[config.mk]
export PLATFORM = sky130hd
export DESIGN_NAME = quad_step_sequencer_flat
export DESIGN_NICKNAME = d
export VERILOG_FILES = /design/src/rtl/quad_step_sequencer_if.sv /design/src/rtl/quad_step_sequencer.sv /design/src/flat_wrapper.sv
export SDC_FILE = /design/constraint.sdc
export NUM_CORES = 1
export LEC_CHECK = 0
export ABC_CLOCK_PERIOD_IN_PS = 4800
export CELL_PAD_IN_SITES_DETAIL_PLACEMENT = 1
export CELL_PAD_IN_SITES_GLOBAL_PLACEMENT = 1
export CORE_UTILIZATION = 44
export CTS_CLUSTER_DIAMETER = 200
export DETAILED_ROUTE_END_ITERATION = 10
export PLACE_DENSITY = 0.91
export SLEW_MARGIN = 5
export SYNTH_ARGS = -nofsm -noshare
export SYNTH_HDL_FRONTEND = slang
export SYNTH_SLANG_ARGS = --single-unit
[constraint.sdc]
create_clock -name clk -period 4.8 [get_ports clk]
set_clock_uncertainty 0.15 [all_clocks]
set_input_delay 0.48 -clock clk [delete_from_list [all_inputs] [get_ports clk]]
set_output_delay 0.48 -clock clk [all_outputs]
set_load 0.02 [all_outputs]
[src/rtl/quad_step_sequencer_if.sv]
// Move-command channel for the quadrature step sequencer.
// The master side presents target and period with valid; the sequencer slave returns ready.
interface quad_step_sequencer_if #(
  parameter int unsigned POS_BITS = 16,
  parameter int unsigned DIV_BITS = 16
);
  logic                cmd_valid;
  logic                cmd_ready;
  logic [POS_BITS-1:0] cmd_target;
  logic [DIV_BITS-1:0] cmd_period;

  modport master (
    output cmd_valid,
    output cmd_target,
    output cmd_period,
    input  cmd_ready
  );

  modport slave (
    input  cmd_valid,
    input  cmd_target,
    input  cmd_period,
    output cmd_ready
  );
endinterface

[src/rtl/quad_step_sequencer.sv]
// Command-driven quadrature A/B generator: steps toward an absolute target,
// one quarter-step per programmed period, and pulses done when the move ends.
module quad_step_sequencer #(
  parameter int unsigned POS_BITS = 16,
  parameter int unsigned DIV_BITS = 16
) (
  input  logic                clk,
  input  logic                rst_n,
  quad_step_sequencer_if.slave cmd,
  input  logic                abort,
  output logic                quadA,
  output logic                quadB,
  output logic [POS_BITS-1:0] position,
  output logic                busy,
  output logic                done,
  output logic                aborted
);

  localparam logic [POS_BITS-1:0] HALF_RANGE = {1'b1, {(POS_BITS-1){1'b0}}};

  typedef enum logic [1:0] {
    S_IDLE   = 2'd0,
    S_RUN    = 2'd1,
    S_SETTLE = 2'd2
  } state_e;

  state_e              state_q, state_d;
  logic [DIV_BITS-1:0] cnt_q, cnt_d;
  logic [DIV_BITS-1:0] per_q, per_d;
  logic [POS_BITS-1:0] tgt_q, tgt_d;
  logic [POS_BITS-1:0] pos_q, pos_d;
  logic                a_q, a_d;
  logic                b_q, b_d;
  logic                done_q, done_d;
  logic                abt_q, abt_d;

  logic [DIV_BITS-1:0] per_eff;
  logic                step_rev;

  always_ff @(posedge clk or negedge rst_n) begin
    if (!rst_n) begin
      state_q <= S_IDLE;
      cnt_q   <= '0;
      per_q   <= '0;
      tgt_q   <= '0;
      pos_q   <= '0;
      a_q     <= 1'b0;
      b_q     <= 1'b0;
      done_q  <= 1'b0;
      abt_q   <= 1'b0;
    end else begin
      state_q <= state_d;
      cnt_q   <= cnt_d;
      per_q   <= per_d;
      tgt_q   <= tgt_d;
      pos_q   <= pos_d;
      a_q     <= a_d;
      b_q     <= b_d;
      done_q  <= done_d;
      abt_q   <= abt_d;
    end
  end

  always_comb begin
    state_d = state_q;
    cnt_d   = cnt_q;
    per_d   = per_q;
    tgt_d   = tgt_q;
    pos_d   = pos_q;
    a_d     = a_q;
    b_d     = b_q;
    done_d  = 1'b0;
    abt_d   = 1'b0;

    per_eff  = (cmd.cmd_period == '0) ? DIV_BITS'(1) : cmd.cmd_period;
    // Upper half of the modular distance means the target is closer going backwards.
    step_rev = (POS_BITS'(tgt_q - pos_q) >= HALF_RANGE);

    unique case (state_q)
      S_IDLE: begin
        if (cmd.cmd_valid) begin
          tgt_d   = cmd.cmd_target;
          per_d   = per_eff;
          cnt_d   = per_eff - DIV_BITS'(1);
          state_d = S_RUN;
        end
      end
      S_RUN: begin
        if (abort) begin
          state_d = S_IDLE;
          done_d  = 1'b1;
          abt_d   = 1'b1;
        end else if (pos_q == tgt_q) begin
          state_d = S_SETTLE;
          cnt_d   = per_q - DIV_BITS'(1);
        end else if (cnt_q == '0) begin
          // Gray walk: forward 00->10->11->01, reverse is the mirror.
          cnt_d = per_q - DIV_BITS'(1);
          if (step_rev) begin
            pos_d = pos_q - POS_BITS'(1);
            a_d   = b_q;
            b_d   = ~a_q;
          end else begin
            pos_d = pos_q + POS_BITS'(1);
            a_d   = ~b_q;
            b_d   = a_q;
          end
        end else begin
          cnt_d = cnt_q - DIV_BITS'(1);
        end
      end
      S_SETTLE: begin
        if (abort) begin
          state_d = S_IDLE;
          done_d  = 1'b1;
          abt_d   = 1'b1;
        end else if (cnt_q == '0) begin
          state_d = S_IDLE;
          done_d  = 1'b1;
        end else begin
          cnt_d = cnt_q - DIV_BITS'(1);
        end
      end
      default: begin
        state_d = S_IDLE;
      end
    endcase
  end

  assign cmd.cmd_ready = (state_q == S_IDLE);
  assign busy          = (state_q == S_RUN) || (state_q == S_SETTLE);
  assign quadA         = a_q;
  assign quadB         = b_q;
  assign position      = pos_q;
  assign done          = done_q;
  assign aborted       = abt_q;

endmodule

[src/flat_wrapper.sv]
// flat-port wrapper written by rule: the top's interface ports become plain ports
module quad_step_sequencer_flat 
#(
  parameter int unsigned POS_BITS = 16,
  parameter int unsigned DIV_BITS = 16
)
  (clk, rst_n, abort, quadA, quadB, position, busy, done, aborted, cmd_cmd_valid, cmd_cmd_target, cmd_cmd_period, cmd_cmd_ready);
  quad_step_sequencer_if #(.POS_BITS(POS_BITS), .DIV_BITS(DIV_BITS)) cmd_i ();
  input  logic clk;
  input  logic rst_n;
  input  logic abort;
  output logic quadA;
  output logic quadB;
  output logic [POS_BITS-1:0] position;
  output logic busy;
  output logic done;
  output logic aborted;
  input wire logic [$bits(cmd_i.cmd_valid)-1:0] cmd_cmd_valid;
  input wire logic [$bits(cmd_i.cmd_target)-1:0] cmd_cmd_target;
  input wire logic [$bits(cmd_i.cmd_period)-1:0] cmd_cmd_period;
  output wire logic [$bits(cmd_i.cmd_ready)-1:0] cmd_cmd_ready;
  assign cmd_i.cmd_valid = cmd_cmd_valid;
  assign cmd_i.cmd_target = cmd_cmd_target;
  assign cmd_i.cmd_period = cmd_cmd_period;
  assign cmd_cmd_ready = cmd_i.cmd_ready;
  quad_step_sequencer #(.POS_BITS(POS_BITS), .DIV_BITS(DIV_BITS)) u_core (.clk(clk), .rst_n(rst_n), .cmd(cmd_i), .abort(abort), .quadA(quadA), .quadB(quadB), .position(position), .busy(busy), .done(done), .aborted(aborted));
endmodule
==> flow_summary_export.csv, run 1 <==
group,metric,value,unit
logic_synthesis,synth_edf_count,0,
routing,vias_per_cell,6.197,
placed_design,dp.cells,726,
placed_design,hpwl,11190,um
setup_path,cp.required,4.93,ns
routing,met1Wirelength,6641,um
clock_network,max-clock-path-buffers,2,
final_layout,multiInputGateArea,3047,um^2
final_layout,nFillCells,1256,
grt,antenna_found_initial,0,
routing,top_layer_used,"met4",
clock_network,post_cts_resized,0,
clock_network,clkTransAtPathRegs,0.06,ns
setup_path,crit_chain,"inv_1 > ha_1 > a211oi_1 > nor2_1 > o311ai_0 > o211a_2 > inv_1 > fa_1 > nor2b_1 > o21ai_0 > a21boi_1 > o21ai_0 > a21oi_1 > or4b_1 > nand3_1",
grt,grt_max_degree,44,
clock_network,insertion_delay,0.35,ns
clock_network,cts_tree,"yes",
routing,wl_per_cell,21.22,um
power_and_ir_drop,irDropWorstVdd,311.0,uV
routing,postRouteAntennaNets,0,
timing,max_freq,216.5,MHz
clock_network,clock_sinks,70,
setup_path,cp_data_arrival_time,4.75,ns
setup_path,worstPathMaxFanout,9,
power_and_ir_drop,power_leakage,0.002552,uW
logic_synthesis,ys_top_cells_by_area,"dfrtp_1 35%, ha_1 9.5%, mux2_2 7.2%",
setup_path,setup.worst_path.class,"flop to flop",
logic_synthesis,ys.warnings.count,0,
final_layout,synthToLayoutAreaGrowth,20.41,%
grt,grt_pass1_vias,4987,
logic_synthesis,postSynthAreaPerCell,9.264,um^2
die,die_h,108.6,um
die,std_cell_rows,38,
final_layout,fin_util,55.08,%
grt,grt_overflow,0,
routing,drt_first_pass_iters,4,
timing,finalCriticalPeriod,4.619,ns
placed_design,numPortBuffers,57,
die,die_w,108.6,um
run,cap_viol_max_count,0,
logic_synthesis,synth_top_area_share,35.02,%
setup_path,max_stage_delay,0.50,ns
routing,vias,4598,
final_layout,drive_gt1_share,12.29,%
routing,wl_met2,7908,um
final_layout,post-route-cell-area,6023,um^2
die,initial_core_util,45.74,%
grt,grt_pass1_wl,25590,um
routing,routed_wl,15750,um
setup_path,cp_slowest_cell,"o311ai_0",
die,dieArea,11800,um^2
status,status,"finished, final reports clean",
grt,grt_usage,28.61,%
die,core,10940,um^2
logic_synthesis,netlist_area,5002,um^2
final_layout,register_area,1752,um^2
final_layout,antenna_cells,0,
setup_path,crit_path_end_kind,"flop",
timing,worst_slew_pin_slew,1.254,ns
clock_network,ctsRootBufferMaster,"clkbuf_16",
logic_synthesis,ys.flop_type,"dfrtp_1",
logic_synthesis,synth.distinct_cells,70,
logic_synthesis,syn_nets,615,
logic_synthesis,async_flop_share,100.0,%
routing,first_iter_violations,223,
timing,report.final.slew_viol_count,0,
timing,hold_viol_final,0,
logic_synthesis,yosysSeqAreaShare,35.02,%
final_layout,fin_nets,672,
timing,slew_headroom,15.84,%
clock_network,post_cts_buffers,0,
timing,fin_setup_tns,0,ns
power_and_ir_drop,p_per_area,722.0,nW/um^2
logic_synthesis,yosysTopAreaCell,"dfrtp_1",
timing,finalCritPeriodShare,96.24,%
placed_design,placed_cell_area,5708,um^2
final_layout,fin_cells,742,
logic_synthesis,syn_inst,540,
die,num_io_pins,58,
clock_network,cts_made_buffers,9,
logic_synthesis,yosys-top-cells-count,"70 x dfrtp_1, 52 x nand2_1, 42 x o21ai_0, 38 x ha_1, 36 x nor2_1",
logic_synthesis,synth-seq-cells,70,
hold_path,hold_class,"primary input to asynchronous set/reset pin",
setup_path,critPathLaunchType,"flop",
logic_synthesis,synth.most_common_cell,"dfrtp_1",
timing,rsz0062_at_grt,"false",
timing,setup_viol,0,
clock_network,htreeDepth,3,
placed_design,gp_congestion,0.8464,
routing,drc,0,
clock_network,cts-hold-fix-buffers,0,
routing,dr_wl_met3,651,um
==> sequential cells by signal, indices dropped and copies added (netlist names) <==
name / cells
u_core.cnt_q: 16
u_core.per_q: 16
u_core.position: 16
u_core.tgt_q: 16
u_core.state_q: 2
u_core.aborted: 1
u_core.done: 1
u_core.quadA: 1
u_core.quadB: 1
==> layer usage <==
metal	track usage [%]	vias up
li1	-	2097
met1	35.18	2314
met2	48.28	138
met3	5.559	49
met4	13.32	0
met5	0	-
==> worst max-delay path: cells and delay by family (launching register included) <==
family,cells,cell delay [ns]
AO/OA/AOI/OAI,7,2.15
AND/OR/NAND/NOR,4,0.83
buffers and inverters,2,0.22
adder cells (fa/ha/maj),2,0.77
flip-flops,1,0.42
==> stage by stage <==
step,total power [uW],hold WS [ns],setup slack (ns)
3_5_place_dp,3480,0.3586,0.3321
2_1_floorplan,2839,0.03441,0.8120
5_1_grt,4637,0.09300,0.02401
3_3_place_gp,3337,0.3466,0.6278
6_report,4349,0.03213,0.1807
4_1_cts,4318,0.06223,0.06343
==> path summary, 6_finish.rpt <==
check,start,to,slack (ns),cells after the start
max,u_core.position[4],u_core.position[14],0.18,15
min,rst_n,u_core.cnt_q[11],0.03,1
max reg2reg,u_core.position[4],u_core.position[14],0.18,15
min reg2reg,u_core.tgt_q[12],u_core.tgt_q[12],0.37,1
max in group asynchronous,rst_n,u_core.per_q[5],3.43,2
min in group clk,u_core.tgt_q[12],u_core.tgt_q[12],0.37,1
==> power breakdown <==
group | switching (uW) | internal (uW)
clock | 278 | 454
sequential | 258 | 831
combinational | 1460 | 1070
==> layout by cell type, fill, tap and decap left out, drive strengths merged, types with 3 or more instances in the layout <==
master / count
dfrtp: 70
clkdlybuf4s50: 56
nand2: 52
o21ai: 45
ha: 38
nor2: 37
inv: 33
mux2: 32
xnor2: 23
a21oi: 23
xor2: 16
nor3: 16
nand3: 12
nor4: 11
clkbuf: 10
o31ai: 9
o211ai: 9
a21o: 8
or3: 8
buf: 7
o221ai: 6
or4: 5
a32o: 4
nand4: 4
a211oi: 4
a221oi: 3
and3: 3
nand2b: 3
o21a: 3
o21bai: 3
clkinv: 3
==> cell type report <==
| type | instances | area share, % |
|---|---|---|
| sequential | 70 | 29.08 |
| clock inverter | 6 | 1.433 |
| clock buffer | 10 | 3.801 |
| tap | 140 | 2.908 |
| multi-input combinational | 420 | 50.58 |
| inverter | 33 | 2.057 |
| timing repair buffer | 63 | 10.14 |
==> cells by family (layout without fill, tap and decap cells) <==
group / count (synthesis) / count (layout) / synth area share [%]
AND/OR/NAND/NOR: 166 / 166 / 17.31
AO/OA/AOI/OAI: 142 / 142 / 19.26
flip-flops: 70 / 70 / 35.02
buffers and inverters: 50 / 112 / 4.077
adder cells (fa/ha/maj): 39 / 39 / 9.905
XOR/XNOR: 39 / 39 / 6.828
multiplexers: 34 / 34 / 7.604
No activity file was read; power rests on OpenSTA's default activity.
==> inputs of run 2 (changes only) <==
Settings changed: ABC_CLOCK_PERIOD_IN_PS 4800 to unset, CORE_MARGIN set to 2.
==> run 2 against run 1 <==
Core utilization down 0.42 points. Maximum frequency grew 1.8%. Total power down 0.97%. Via count rose by 0.57%. Sequential power barely moved. Critical path type unchanged.
==> flow_summary_export.csv, run 2 (synthesis results as in run 1) <==
group,metric,value,unit
status,status,"finished, final reports clean",
clock_network,clock_sinks,70,
timing,fin_setup_tns,0,ns
clock_network,cts_made_buffers,9,
routing,first_iter_violations,219,
grt,antenna_found_initial,0,
final_layout,fin_nets,671,
placed_design,pre_cts_slack,0.3787,ns
die,std_cell_rows,38,
placed_design,gp_congestion,0.8765,
setup_path,cp.required,4.92,ns
timing,slew_headroom,14.58,%
grt,grt_pass1_wl,26010,um
grt,grt_usage,26.32,%
clock_network,ctsRootBufferMaster,"clkbuf_16",
placed_design,hpwl,11420,um
setup_path,worstPathMaxFanout,9,
routing,wl_per_cell,21.45,um
clock_network,clkTransAtPathRegs,0.06,ns
clock_network,post_cts_resized,0,
grt,grt_max_degree,48,
timing,max_freq,220.4,MHz
final_layout,drive_gt1_share,11.81,%
clock_network,max-clock-path-buffers,2,
timing,layout_setup_ws,0.2618,ns
routing,vias_per_cell,6.240,
timing,report.final.slew_viol_count,0,
routing,drt_first_pass_iters,5,
die,initial_core_util,45.55,%
setup_path,max_stage_delay,0.50,ns
clock_network,cts-hold-fix-buffers,0,
timing,rsz0062_at_grt,"false",
setup_path,cp_data_arrival_time,4.66,ns
timing,finalCritPeriodShare,94.55,%
final_layout,final_common_cell,"dfrtp_1",
die,die_w,110.6,um
power_and_ir_drop,p_per_area,717.3,nW/um^2
run,cap_viol_max_count,0,
die,core,10980,um^2
setup_path,crit_path_end_kind,"flop",
die,num_io_pins,58,
power_and_ir_drop,irDropWorstVdd,296.3,uV
routing,postRouteAntennaNets,0,
placed_design,numPortBuffers,57,
die,die_h,110.6,um
setup_path,cp_slowest_cell,"or4b_1",
timing,hold_viol_final,0,
die,dieArea,12240,um^2
grt,grt_overflow,0,
routing,routed_wl,15900,um
setup_path,critPathLaunchType,"flop",
final_layout,final_cell_mix,"70 x dfrtp_1, 56 x clkdlybuf4s50_1, 52 x nand2_1",
final_layout,antenna_cells,0,
clock_network,cts_tree,"yes",
final_layout,nFillCells,1238,
timing,worst_slew_pin_slew,1.273,ns
routing,vias,4624,
setup_path,setup.worst_path.class,"flop to flop",
power_and_ir_drop,power_leakage,0.002545,uW
clock_network,post_cts_buffers,0,
grt,grt_pass1_vias,5081,
timing,holdWs,0.2145,ns
final_layout,fin_cells,741,
placed_design,dp.cells,725,
hold_path,hold_class,"primary input to asynchronous set/reset pin",
clock_network,htreeDepth,3,
setup_path,crit_chain,"inv_1 > ha_1 > nand4_1 > nor2_1 > o31a_1 > o211a_1 > inv_1 > fa_1 > nor2b_1 > o21ai_0 > a21boi_0 > o21ai_0 > a21oi_1 > or4b_1 > nand3_1",
timing,setup_viol,0,
clock_network,insertion_delay,0.34,ns
final_layout,synthToLayoutAreaGrowth,20.01,%
timing,finalCriticalPeriod,4.538,ns
routing,drc,0,
-- run 2: report_power, final --
part	internal [uW]	leakage, uW	switching (uW)
clock network	431	0.000146	266
logic	1070	0.00157	1460
registers	831	0.000829	256
-- run 2: per-layer routing --
| layer | vias up | global-route usage, % | wire length, um |
|---|---|---|---|
| li1 | 2100 | - | - |
| met1 | 2350 | 33.25 | 6830 |
| met3 | 32 | 4.226 | 668 |
| met4 | 0 | 12.00 | 452 |
| met5 | - | 0 | 0 |
| met2 | 142 | 44.25 | 7946 |
-- run 2: path summary, 6_finish.rpt --
kind | depth (start not counted) | to | slack, ns | startpoint
worst max-delay path | 15 | u_core.position[14] | 0.26 | u_core.position[14]
worst min register to register | 1 | u_core.tgt_q[12] | 0.36 | u_core.tgt_q[12]
worst max register to register | 15 | u_core.position[14] | 0.26 | u_core.position[14]
worst min-delay path | 1 | u_core.tgt_q[8] | 0.21 | rst_n
max in group asynchronous | 2 | u_core.per_q[10] | 3.29 | rst_n
min in group clk | 1 | u_core.tgt_q[12] | 0.36 | u_core.tgt_q[12]
-- run 2: metrics by stage --
stage | total power (uW) | util, % | area [um^2]
3_5_place_dp | 3523 | 51.90 | 5700
3_3_place_gp | 3338 | 51.90 | 5700
4_1_cts | 4279 | 54.66 | 6003
6_report | 4306 | 54.66 | 6003
5_1_grt | 4607 | 54.66 | 6003
2_1_floorplan | 2839 | - | 5002
-- run 2: cell type report --
class,count,area [um^2],share of cell area (%)
well taps,140,175.2,2.918
clock buffers,13,260.3,4.335
inverters,33,123.9,2.063
flip-flops and latches,70,1752,29.18
multi-input cells,420,3047,50.75
repair buffers,62,603.1,10.05
clock inverters,3,42.54,0.7086
-- run 2: worst max-delay path, delay by kind of cell (launching register included) --
kind                     cells  cell delay (ns)
AO/OA/AOI/OAI                6             1.57
adder cells (fa/ha/maj)      2             0.76
buffers and inverters        2             0.25
flip-flops                   1             0.44
AND/OR/NAND/NOR              5             1.30
==> inputs of run 3 (changes only) <==
Settings changed: CORE_UTILIZATION 44 to 45, CTS_BUF_LIST set to sky130_fd_sc_hd__clkbuf_8, PLACE_DENSITY 0.91 to 0.93.
==> run 3 against run 2 <==
Die area fell by 2.1%. Hold slack worse by 0.12 ns. First-iteration DRC count rose by 38%. Critical path depth did not move. Largest cell class unchanged. Largest power group unchanged. Routed wire length rose by 1.4%. Flip-flop and latch count unchanged. Non-clock buffer count is the same. Clock-buffer cell count down 3. Combinational power barely moved. Sequential share of layout area up 0.43 points.
==> flow_summary_export.csv, run 3 (synthesis results as in run 1) <==
group,metric,value,unit
power_and_ir_drop,p_int,2193,uW
clock_network,htreeDepth,3,
routing,wl_per_cell,21.74,um
timing,finalCritPeriodShare,94.18,%
grt,grt_overflow,0,
final_layout,drive_gt1_share,11.81,%
final_layout,synthToLayoutAreaGrowth,18.26,%
power_and_ir_drop,switching_share,47.30,%
routing,vias,4633,
setup_path,cp_data_arrival_time,4.68,ns
power_and_ir_drop,p_per_area,703.3,nW/um^2
power_and_ir_drop,combPwrFrac,60.7,%
timing,fin_setup_tns,0,ns
clock_network,clkTransAtPathRegs,0.08,ns
status,status,"finished, final reports clean",
setup_path,crit_path_end_kind,"flop",
final_layout,fin_cells,741,
power_and_ir_drop,irDropWorstVdd,330.7,uV
power_and_ir_drop,p_sw,1968,uW
clock_network,clock_sinks,70,
timing,rsz0062_at_grt,"false",
power_and_ir_drop,clkPwrFrac,13.2,%
placed_design,numPortBuffers,57,
final_layout,register_area,1752,um^2
placed_design,dp.cells,725,
clock_network,post_cts_buffers,0,
timing,report.final.slew_viol_count,0,
clock_network,ctsRootBufferMaster,"clkbuf_8",
routing,drt_first_pass_iters,4,
placed_design,hpwl,11440,um
final_layout,fin_nets,671,
grt,grt_pass1_wl,26080,um
final_layout,final_cell_mix,"70 x dfrtp_1, 56 x clkdlybuf4s50_1, 52 x nand2_1",
clock_network,post_cts_resized,0,
timing,worst_slew_pin_slew,1.320,ns
hold_path,hold_class,"primary input to asynchronous set/reset pin",
routing,postRouteAntennaNets,0,
die,initial_core_util,46.14,%
clock_network,insertion_delay,0.38,ns
final_layout,final_common_cell,"dfrtp_1",
run,cap_viol_max_count,0,
routing,drc,0,
power_and_ir_drop,power_frac_seq,26.1,%
die,core,10840,um^2
final_layout,antenna_cells,0,
placed_design,placed_cell_area,5700,um^2
die,std_cell_rows,38,
grt,grt_usage,28.49,%
timing,holdWs,0.09867,ns
placed_design,gp_congestion,0.8687,
clock_network,max-clock-path-buffers,2,
power_and_ir_drop,power_leakage,0.002517,uW
power_and_ir_drop,power.total,4160,uW
setup_path,cp.required,4.96,ns
routing,vias_per_cell,6.252,
timing,setup_viol,0,
timing,max_freq,221.2,MHz
grt,antenna_found_initial,0,
clock_network,cts_tree,"yes",
die,die_w,109.4,um
die,die_h,109.4,um
final_layout,post-route-cell-area,5916,um^2
timing,finalCriticalPeriod,4.521,ns
clock_network,cts-hold-fix-buffers,0,
grt,grt_max_degree,40,
routing,routed_wl,16110,um
final_layout,multiInputGateArea,3047,um^2
setup_path,worstPathMaxFanout,9,
final_layout,nFillCells,1278,
setup_path,critPathLaunchType,"flop",
routing,first_iter_violations,302,
grt,grt_pass1_vias,5051,
clock_network,cts_made_buffers,9,
timing,hold_viol_final,0,
die,dieArea,11980,um^2
setup_path,setup.worst_path.class,"flop to flop",
die,num_io_pins,58,
timing,slew_headroom,11.39,%
## run 3: area by class of cell
class,instances,share of cell area [%]
sequential,70,29.61
tap,140,2.961
timing repair buffer,62,10.19
clock inverter,6,1.311
inverter,33,2.094
clock buffer,10,2.327
multi-input combinational,420,51.50
## run 3: worst max-delay path: stages (launching register included)
cell and delay, ns:
dfrtp_1 0.44, inv_1 0.08, ha_1 0.33, nand4_1 0.21, nor2_1 0.36, o31a_1 0.23, o211a_1 0.35, inv_1 0.18
fa_1 0.44, nor2b_1 0.12, o21ai_0 0.10, a21boi_0 0.37, o21ai_0 0.20, a21oi_1 0.30, or4b_1 0.48, nand3_1 0.10
## run 3: power by group through the flow
| stage | registers, uW | clock network (uW) | logic [uW] |
|---|---|---|---|
| floorplan | 1020 | 0 | 1810 |
| global placement | 1060 | 0 | 2260 |
| detailed placement | 1080 | 0 | 2430 |
| CTS | 1080 | 550 | 2490 |
| global route | 1110 | 575 | 2760 |
| finish | 1090 | 551 | 2520 |
## run 3: worst paths after layout
check / from / endpoint / slack, ns / cells past startpoint
max in group asynchronous: rst_n / u_core.quadB / 3.39 / 2
min in group clk: u_core.tgt_q[4] / u_core.tgt_q[4] / 0.38 / 1
worst max-delay path: u_core.position[14] / u_core.position[14] / 0.28 / 15
worst min-delay path: rst_n / u_core.tgt_q[8] / 0.1 / 1
worst max register to register: u_core.position[14] / u_core.position[14] / 0.28 / 15
worst min register to register: u_core.tgt_q[4] / u_core.tgt_q[4] / 0.38 / 1
## run 3: per-layer routing
layer	GRT usage [%]	part of all wire (%)	wire, um	vias up
li1	-	-	-	2099
met3	4.683	4.1	667	45
met1	35.76	43	6924	2336
met5	0	0	0	-
met4	13.74	3.3	531	0
met2	47.66	50	7990	153
## run 3: metrics by stage
stage          worst slack (ns)  util (%)
5_1_grt                 0.03248     54.57
6_report                 0.2795     54.57
4_1_cts                  0.3245     54.57
2_1_floorplan            0.8120         -
3_3_place_gp             0.6315     52.59
3_5_place_dp             0.4350     52.59
